<file path="config.mk">
export PLATFORM = sky130hd
export DESIGN_NAME = edge_to_level_flat
export DESIGN_NICKNAME = d
export VERILOG_FILES = /design/src/rtl/edge_to_level_if.sv /design/src/rtl/edge_to_level.sv /design/src/flat_wrapper.sv
export SDC_FILE = /design/constraint.sdc
export NUM_CORES = 1
export LEC_CHECK = 0
export ABC_AREA = 1
export BUFFER_PORTS_ARGS = -buffer_cell sky130_fd_sc_hd__buf_2
export CAP_MARGIN = 10
export CORE_AREA = 2 2 39 41
export CTS_BUF_LIST = sky130_fd_sc_hd__clkbuf_4 sky130_fd_sc_hd__clkbuf_8
export DETAILED_ROUTE_END_ITERATION = 12
export DIE_AREA = 0 0 41 43
export PLACE_DENSITY = 0.47
export SYNTH_ARGS = -nofsm -noshare
export SYNTH_HDL_FRONTEND = slang
export SYNTH_SLANG_ARGS = --single-unit
</file>
<file path="constraint.sdc">
create_clock -name clk -period 1.05 [get_ports clk]
set_input_delay 0.105 -clock clk [delete_from_list [all_inputs] [get_ports clk]]
set_output_delay 0.105 -clock clk [all_outputs]
set_load 0.01 [all_outputs]
</file>
<file path="src/rtl/edge_to_level_if.sv">
// edge_to_level_if: event inputs and level/status outputs of edge_to_level
interface edge_to_level_if;
  logic rise_i;
  logic fall_i;
  logic level_o;
  logic busy_o;
  logic pending_o;
  logic drop_o;
  logic conflict_o;
  modport master(output rise_i, fall_i, input level_o, busy_o, pending_o, drop_o, conflict_o);
  modport slave(input rise_i, fall_i, output level_o, busy_o, pending_o, drop_o, conflict_o);
endinterface

</file>
<file path="src/rtl/edge_to_level.sv">
// edge_to_level: rebuilds a level from rise/fall pulses with a minimum dwell time.
// EDGE_TO_LEVEL_PENDING_EN defers events seen during dwell instead of dropping them.
module edge_to_level #(
  parameter int   MIN_HOLD    = 4,
  parameter logic RESET_LEVEL = 1'b0
) (
  input logic            clk,
  input logic            reset_n,
  edge_to_level_if.slave bus
);
  localparam int CW = MIN_HOLD > 1 ? $clog2(MIN_HOLD) : 1;
  localparam logic [CW-1:0] LOAD = CW'(MIN_HOLD - 1);
`ifdef EDGE_TO_LEVEL_PENDING_EN
  typedef enum logic [1:0] {IDLE, HOLD, HOLD_PEND} state_t;
  localparam bit PEND_EN = 1'b1;
`else
  typedef enum logic {IDLE, HOLD} state_t;
  localparam bit PEND_EN = 1'b0;
`endif
  state_t        state, state_nx;
  logic [CW-1:0] cnt, cnt_nx;
  logic          level, level_nx, drop, drop_nx, conflict, conflict_nx;
  logic          pend, pend_nx, ev, valid, redundant, expired, apply;
`ifdef EDGE_TO_LEVEL_PENDING_EN
  assign pend = state == HOLD_PEND;
`else
  assign pend = 1'b0;
`endif
  always_ff @(posedge clk or negedge reset_n) begin
    if (!reset_n) begin
      state    <= IDLE;
      cnt      <= '0;
      level    <= RESET_LEVEL;
      drop     <= 1'b0;
      conflict <= 1'b0;
    end else begin
      state    <= state_nx;
      cnt      <= cnt_nx;
      level    <= level_nx;
      drop     <= drop_nx;
      conflict <= conflict_nx;
    end
  end
  // A simultaneous rise/fall is no event at all; dwell and pending timing carry on.
  always_comb begin
    conflict_nx = bus.rise_i & bus.fall_i;
    ev          = bus.rise_i ^ bus.fall_i;
    valid       = ev && (bus.rise_i != level);
    redundant   = ev && (bus.rise_i == level);
    expired     = cnt == '0;
    apply       = expired && (pend ? !redundant : valid);
    level_nx    = apply ? ~level : level;
    cnt_nx      = apply ? LOAD : expired ? cnt : cnt - 1'b1;
    pend_nx     = PEND_EN && !expired && (valid || (pend && !redundant));
    drop_nx     = !PEND_EN && !expired && valid;
`ifdef EDGE_TO_LEVEL_PENDING_EN
    state_nx    = pend_nx ? HOLD_PEND : cnt_nx != '0 ? HOLD : IDLE;
`else
    state_nx    = cnt_nx != '0 ? HOLD : IDLE;
`endif
  end
  assign bus.level_o    = level;
  assign bus.busy_o     = cnt != '0;
  assign bus.pending_o  = pend;
  assign bus.drop_o     = drop;
  assign bus.conflict_o = conflict;
endmodule

</file>
<file path="src/flat_wrapper.sv">
// flat-port wrapper written by rule: the top's interface ports become plain ports
module edge_to_level_flat 
#(
  parameter int   MIN_HOLD    = 4,
  parameter logic RESET_LEVEL = 1'b0
)
  (clk, reset_n, bus_rise_i, bus_fall_i, bus_level_o, bus_busy_o, bus_pending_o, bus_drop_o, bus_conflict_o);
  edge_to_level_if bus_i ();
  input logic clk;
  input logic reset_n;
  input wire logic [$bits(bus_i.rise_i)-1:0] bus_rise_i;
  input wire logic [$bits(bus_i.fall_i)-1:0] bus_fall_i;
  output wire logic [$bits(bus_i.level_o)-1:0] bus_level_o;
  output wire logic [$bits(bus_i.busy_o)-1:0] bus_busy_o;
  output wire logic [$bits(bus_i.pending_o)-1:0] bus_pending_o;
  output wire logic [$bits(bus_i.drop_o)-1:0] bus_drop_o;
  output wire logic [$bits(bus_i.conflict_o)-1:0] bus_conflict_o;
  assign bus_i.rise_i = bus_rise_i;
  assign bus_i.fall_i = bus_fall_i;
  assign bus_level_o = bus_i.level_o;
  assign bus_busy_o = bus_i.busy_o;
  assign bus_pending_o = bus_i.pending_o;
  assign bus_drop_o = bus_i.drop_o;
  assign bus_conflict_o = bus_i.conflict_o;
  edge_to_level #(.MIN_HOLD(MIN_HOLD), .RESET_LEVEL(RESET_LEVEL)) u_core (.clk(clk), .reset_n(reset_n), .bus(bus_i));
endmodule
</file>
## After elaboration in Yosys (flattened, before gate mapping)

Cells that the tools add are included.

- Register bits after elaboration: 5
- Output and inout bits: 5
- Logic and storage cells: 18

- Add/sub/neg operators: 1
- Eq/ne operators: 2
- Multiplexer cells: 2
- Bitwise gates (word level): 3
- Reduce and logical (&&, ||, !) cells: 6

Operator list:

| operator | count |
|---|---|
| 2-bit two-way mux | 2 |
| 1-bit logical AND | 3 |
| 2-bit logical NOT | 1 |
| 2-bit != test, second input constant | 1 |
| 2-bit nonzero test | 1 |
| 2-bit by 1-bit subtractor with 2-bit output, second input constant | 1 |
| 1-bit AND | 1 |
| 1-bit logical NOT | 1 |
| 1-bit != test | 1 |
| 1-bit NOT | 1 |
| 1-bit bitwise XOR | 1 |

## Depth between registers and ports, before layout

- Depth in word-level cells: 4
- Mapped depth: 6
- Mapped depth without buffers: 6

## Worst setup path after synthesis

No wires, ideal clock.

- Path type: register -> register
- From: reg u_core.cnt[0]
- To: reg u_core.level (netlist: u_core.bus.level_o)
- Setup time: 121 ps
- Arrival: 834 ps
- Setup slack: 95 ps
- Cell stages (with the launch flop): 6
- Clock period less this slack: 955 ps
- Cell sequence: dfrtp_1 > inv_2 > ha_1 > nand2_1 > nand2_1 > o21ai_1

- Longest elaborated chain between the ends: 2

RTL lines:

| what | line | text |
|---|---|---|
| from (decl) | edge_to_level.sv:21 | `logic [CW-1:0] cnt, cnt_nx;` |
| from (signal assigned) | edge_to_level.sv:38 | `cnt <= cnt_nx;` |
| 2-bit logical NOT | edge_to_level.sv:50 | `expired = cnt == '0;` |
| 1-bit logical AND | edge_to_level.sv:51 | `apply = expired && (pend ? !redundant : valid);` |
| to (signal assigned) | edge_to_level.sv:39 | `level <= level_nx;` |
| to (decl) | edge_to_level.sv:22 | `logic level, level_nx, drop, drop_nx, conflict, conflict_nx;` |

No other way between the ends.
A chain may end at the register's enable or synchronous reset.

## Final worst setup path

- From: reg u_core.cnt[0]
- To: out bus_busy_o

- Longest elaborated chain between the ends: 1

RTL lines:

| what | line | text |
|---|---|---|
| 2-bit nonzero test | edge_to_level.sv:63 | `assign bus.busy_o = cnt != '0;` |
| to (decl) | flat_wrapper.sv:14 | `output wire logic [$bits(bus_i.busy_o)-1:0] bus_busy_o;` |

No other way between the ends.

==> run summary <==
### Synthesis
• flops & latches, synth: 5
• average cell area after synthesis: 8.63 µm²
• Yosys top cell area share: 50.0%
• count of different cell masters after synthesis: 12
• synthesized cell area: 250 µm²
• most frequent cell after synthesis: nand2_1
• share of synthesized area occupied by flip-flops and latches: 50.0%
• predominant post-synthesis flop cell: dfrtp_1
• post-synthesis cell type with the largest combined area: dfrtp_1
• top post-synthesis cells by count: nand2_1, dfrtp_1, inv_1
• synth warn: 0
• EDFF count, synth: 0
• asr flop ratio synth: 100%
• Post-Syn Instances: 29
• most area-consuming cells after synthesis: dfrtp_1, nand2_1, ha_1
• syn nets: 35

### Floorplanning
• overall die height: 43 µm
• num rows: 14
• horizontal die dimension: 41 µm
• full die area: 1760 µm²
• starting utilization of the core area: 18.1%
• placeable core region: 1380 µm²
• I/O pin total: 9

### Worst setup path
• worst path cell trace: inv_2, ha_4, inv_2, buf_6
• Worst Path Arrival: 0.97 ns
• required arrival time at the worst endpoint: 0.94 ns
• worst reg2reg path endpoint: u_core.bus.level_o$_DFFE_PN0P_
• Slowest Stage Delay on Critical Path: 0.39 ns
• register-to-register setup slack: 0.03 ns
• CP max-delay cell: dfrtp_1
• largest fanout on the critical path: 2
• type of the worst setup path: reg -> out
• most frequent cell on the critical path: inv_2
• source of the critical timing path: u_core.cnt[0]$_DFFE_PN0P_
• termination of the worst setup path: bus_busy_o
• crit path capture type: output port
• startpoint type of the worst setup path: flop
• Crit Reg-Reg Startpoint: u_core.cnt[0]$_DFFE_PN0P_
• count of cells along the worst register-to-register path: 6

### Placed design
• area after detailed placement: 298 µm²
• RD Place Congestion: 0.732
• buffers added on ports: 7
• detailed placer's ending HPWL: 317 µm

### Timing
• min Tclk post-route: 1.08 ns
• largest clock skew in the final design: 0.00109 ns
• Final Hold Viols: 0
• Fmax: 928 MHz
• smallest setup slack after layout: -0.0276 ns
• hold_ws: 0.107 ns
• fin. max-slew vios: 0
• final worst path period share: 103%
• setup repair after global routing missed its margin: yes
• number of failing setup endpoints in the final timing report: 1

### Drt
• DR iter-0 viols: 0
• first-pass iteration count of the detailed router: 1
• number of nets with antenna violations after routing: 0
• average wire per standard cell: 6.96 µm
• sum of routed wire length over all layers: 397 µm
• detailed-route via count: 189
• number of DRC violations after detailed routing: 0
• via density per instance: 3.32

### Clocking
• CTS Buf Count: 3
• worst-case clock buffer depth: 2
• clock latency on the worst-skew pair: 0.24 ns
• clock-pin slew on the worst setup and hold paths: 0.04 ns
• H-tree levels: 1
• root buf cell: clkbuf_4
• TritonCTS clock tree: built
• clock sink count: 5

### Final layout
• number of fill cells: 159
• fin nets: 48
• Antenna diodes: 0
• layout cells sized above 1: 46.3%
• final instance area: 364 µm²
• area growth from synthesis to layout: 45.5%

### Global route
• via count of the first global-routing pass: 197
• first-pass GRT wire length: 696 µm
• antenna violations before repair: 0
• total gr overflow: 0
• global router's overall resource usage: 6.34%
• largest net degree at the start of global routing: 6

### Status
• failing checks: negative setup slack
• status: finished, violations left

### Pwr
• leakage power: 0.000201 µW
• total power per unit cell area: 2830 nW/µm²
• maximum vdd drop: 0.466 mV

### Worst hold path
• classification of the worst-slack hold path: in -> reg

### Job
• Max Cap Violations: 0

-- state kept, by name (all words and copies together) (netlist names) --
name / flops
u_core.cnt: 2
u_core.bus.conflict_o: 1
u_core.bus.drop_o: 1
u_core.bus.level_o: 1
-- cells by family (layout without fill, tap and decap cells) --
group           after synthesis  after routing  synth area share (%)
fa+ha+maj                     2              2                  10.0
buf+inv                       7             19                  12.0
compound gates                1              1                  2.00
flops                         5              5                  50.0
simple gates                 13             13                  24.5
other cells                   1              1                  1.50
-- cells in the final DEF, fill, tap and decap left out, drive strengths merged --
cell         instances
dlygate4sd3          1
conb                 1
nand3                2
ha                   2
inv                  6
buf                  8
clkbuf               4
dfrtp                5
nand2               10
o21ai                1
nor2                 1
-- area by class of cell --
| class | instances | area, µm² | area share [%] |
|---|---|---|---|
| Sequential cell | 5 | 125 | 34.4 |
| Multi-Input combinational cell | 17 | 108 | 29.6 |
| Timing Repair Buffer | 9 | 58.8 | 16.2 |
| Clock buffer | 4 | 30.0 | 8.25 |
| Inverter | 6 | 22.5 | 6.19 |
| Tap cell | 16 | 20.0 | 5.50 |
-- repair_timing --
| action | 4_1_cts | 5_1_grt |
|---|---|---|
| hold buffers | 1 | 0 |
| setup endpoints to repair | 1 | 3 |
| hold endpoints to repair | 5 | 0 |
| cloned | 0 | 0 |
| gates resized for setup | 5 | 0 |
| pin swaps | 1 | 0 |
| setup buffers | 1 | 0 |
-- how the worst min path moves through the flow --
stage | from | to | slack (ns) | cells past startpoint
after floorplan | reset_n | u_core.bus.conflict_o$_DFF_PN0_ | -0.19 | 0
after global placement | reset_n | u_core.bus.conflict_o$_DFF_PN0_ | -0.08 | 1
after detailed placement | reset_n | u_core.bus.conflict_o$_DFF_PN0_ | -0.08 | 1
after CTS | bus_fall_i | u_core.bus.conflict_o$_DFF_PN0_ | 0.1 | 2
after global routing | bus_fall_i | u_core.bus.conflict_o$_DFF_PN0_ | 0.11 | 2
final | bus_fall_i | u_core.bus.conflict_o$_DFF_PN0_ | 0.11 | 2
-- per-layer routing --
metal / track usage [%] / up-vias / wire length [µm]
li1: - / 107 / -
met3: 0 / 0 / 14
met2: 7.81 / 4 / 218
met4: 10.0 / 0 / 0
met5: 0 / - / 0
met1: 7.44 / 78 / 163
-- worst max-delay path, delay by kind of cell (launching register included) --
family,cells,cell delay (ns)
buffers and inverters,3,0.21
adder cells (fa/ha/maj),1,0.13
flip-flops,1,0.39
-- power breakdown --
group | switching (µW) | internal (µW) | leakage (µW) | total [µW]
clock | 72.1 | 169 | 0.0000184 | 241
sequential | 52.6 | 270 | 0.0000621 | 322
combinational | 244 | 222 | 0.000121 | 466
total | 369 | 661 | 0.000201 | 1030
-- through the flow --
stage	instances	util, %	setup WS (ns)	power [µW]	setup TNS (ns)
finish	57	26.3	-0.0276	1030	-0.0276
global route	57	26.3	-0.0692	1140	-0.127
CTS	57	26.3	-0.0355	1050	-0.0355
detailed placement	51	21.5	0.0170	683	0
global placement	51	21.5	0.0222	682	0
floorplan	29	-	0.0948	580	0
(Power assumes the default switching activity.)
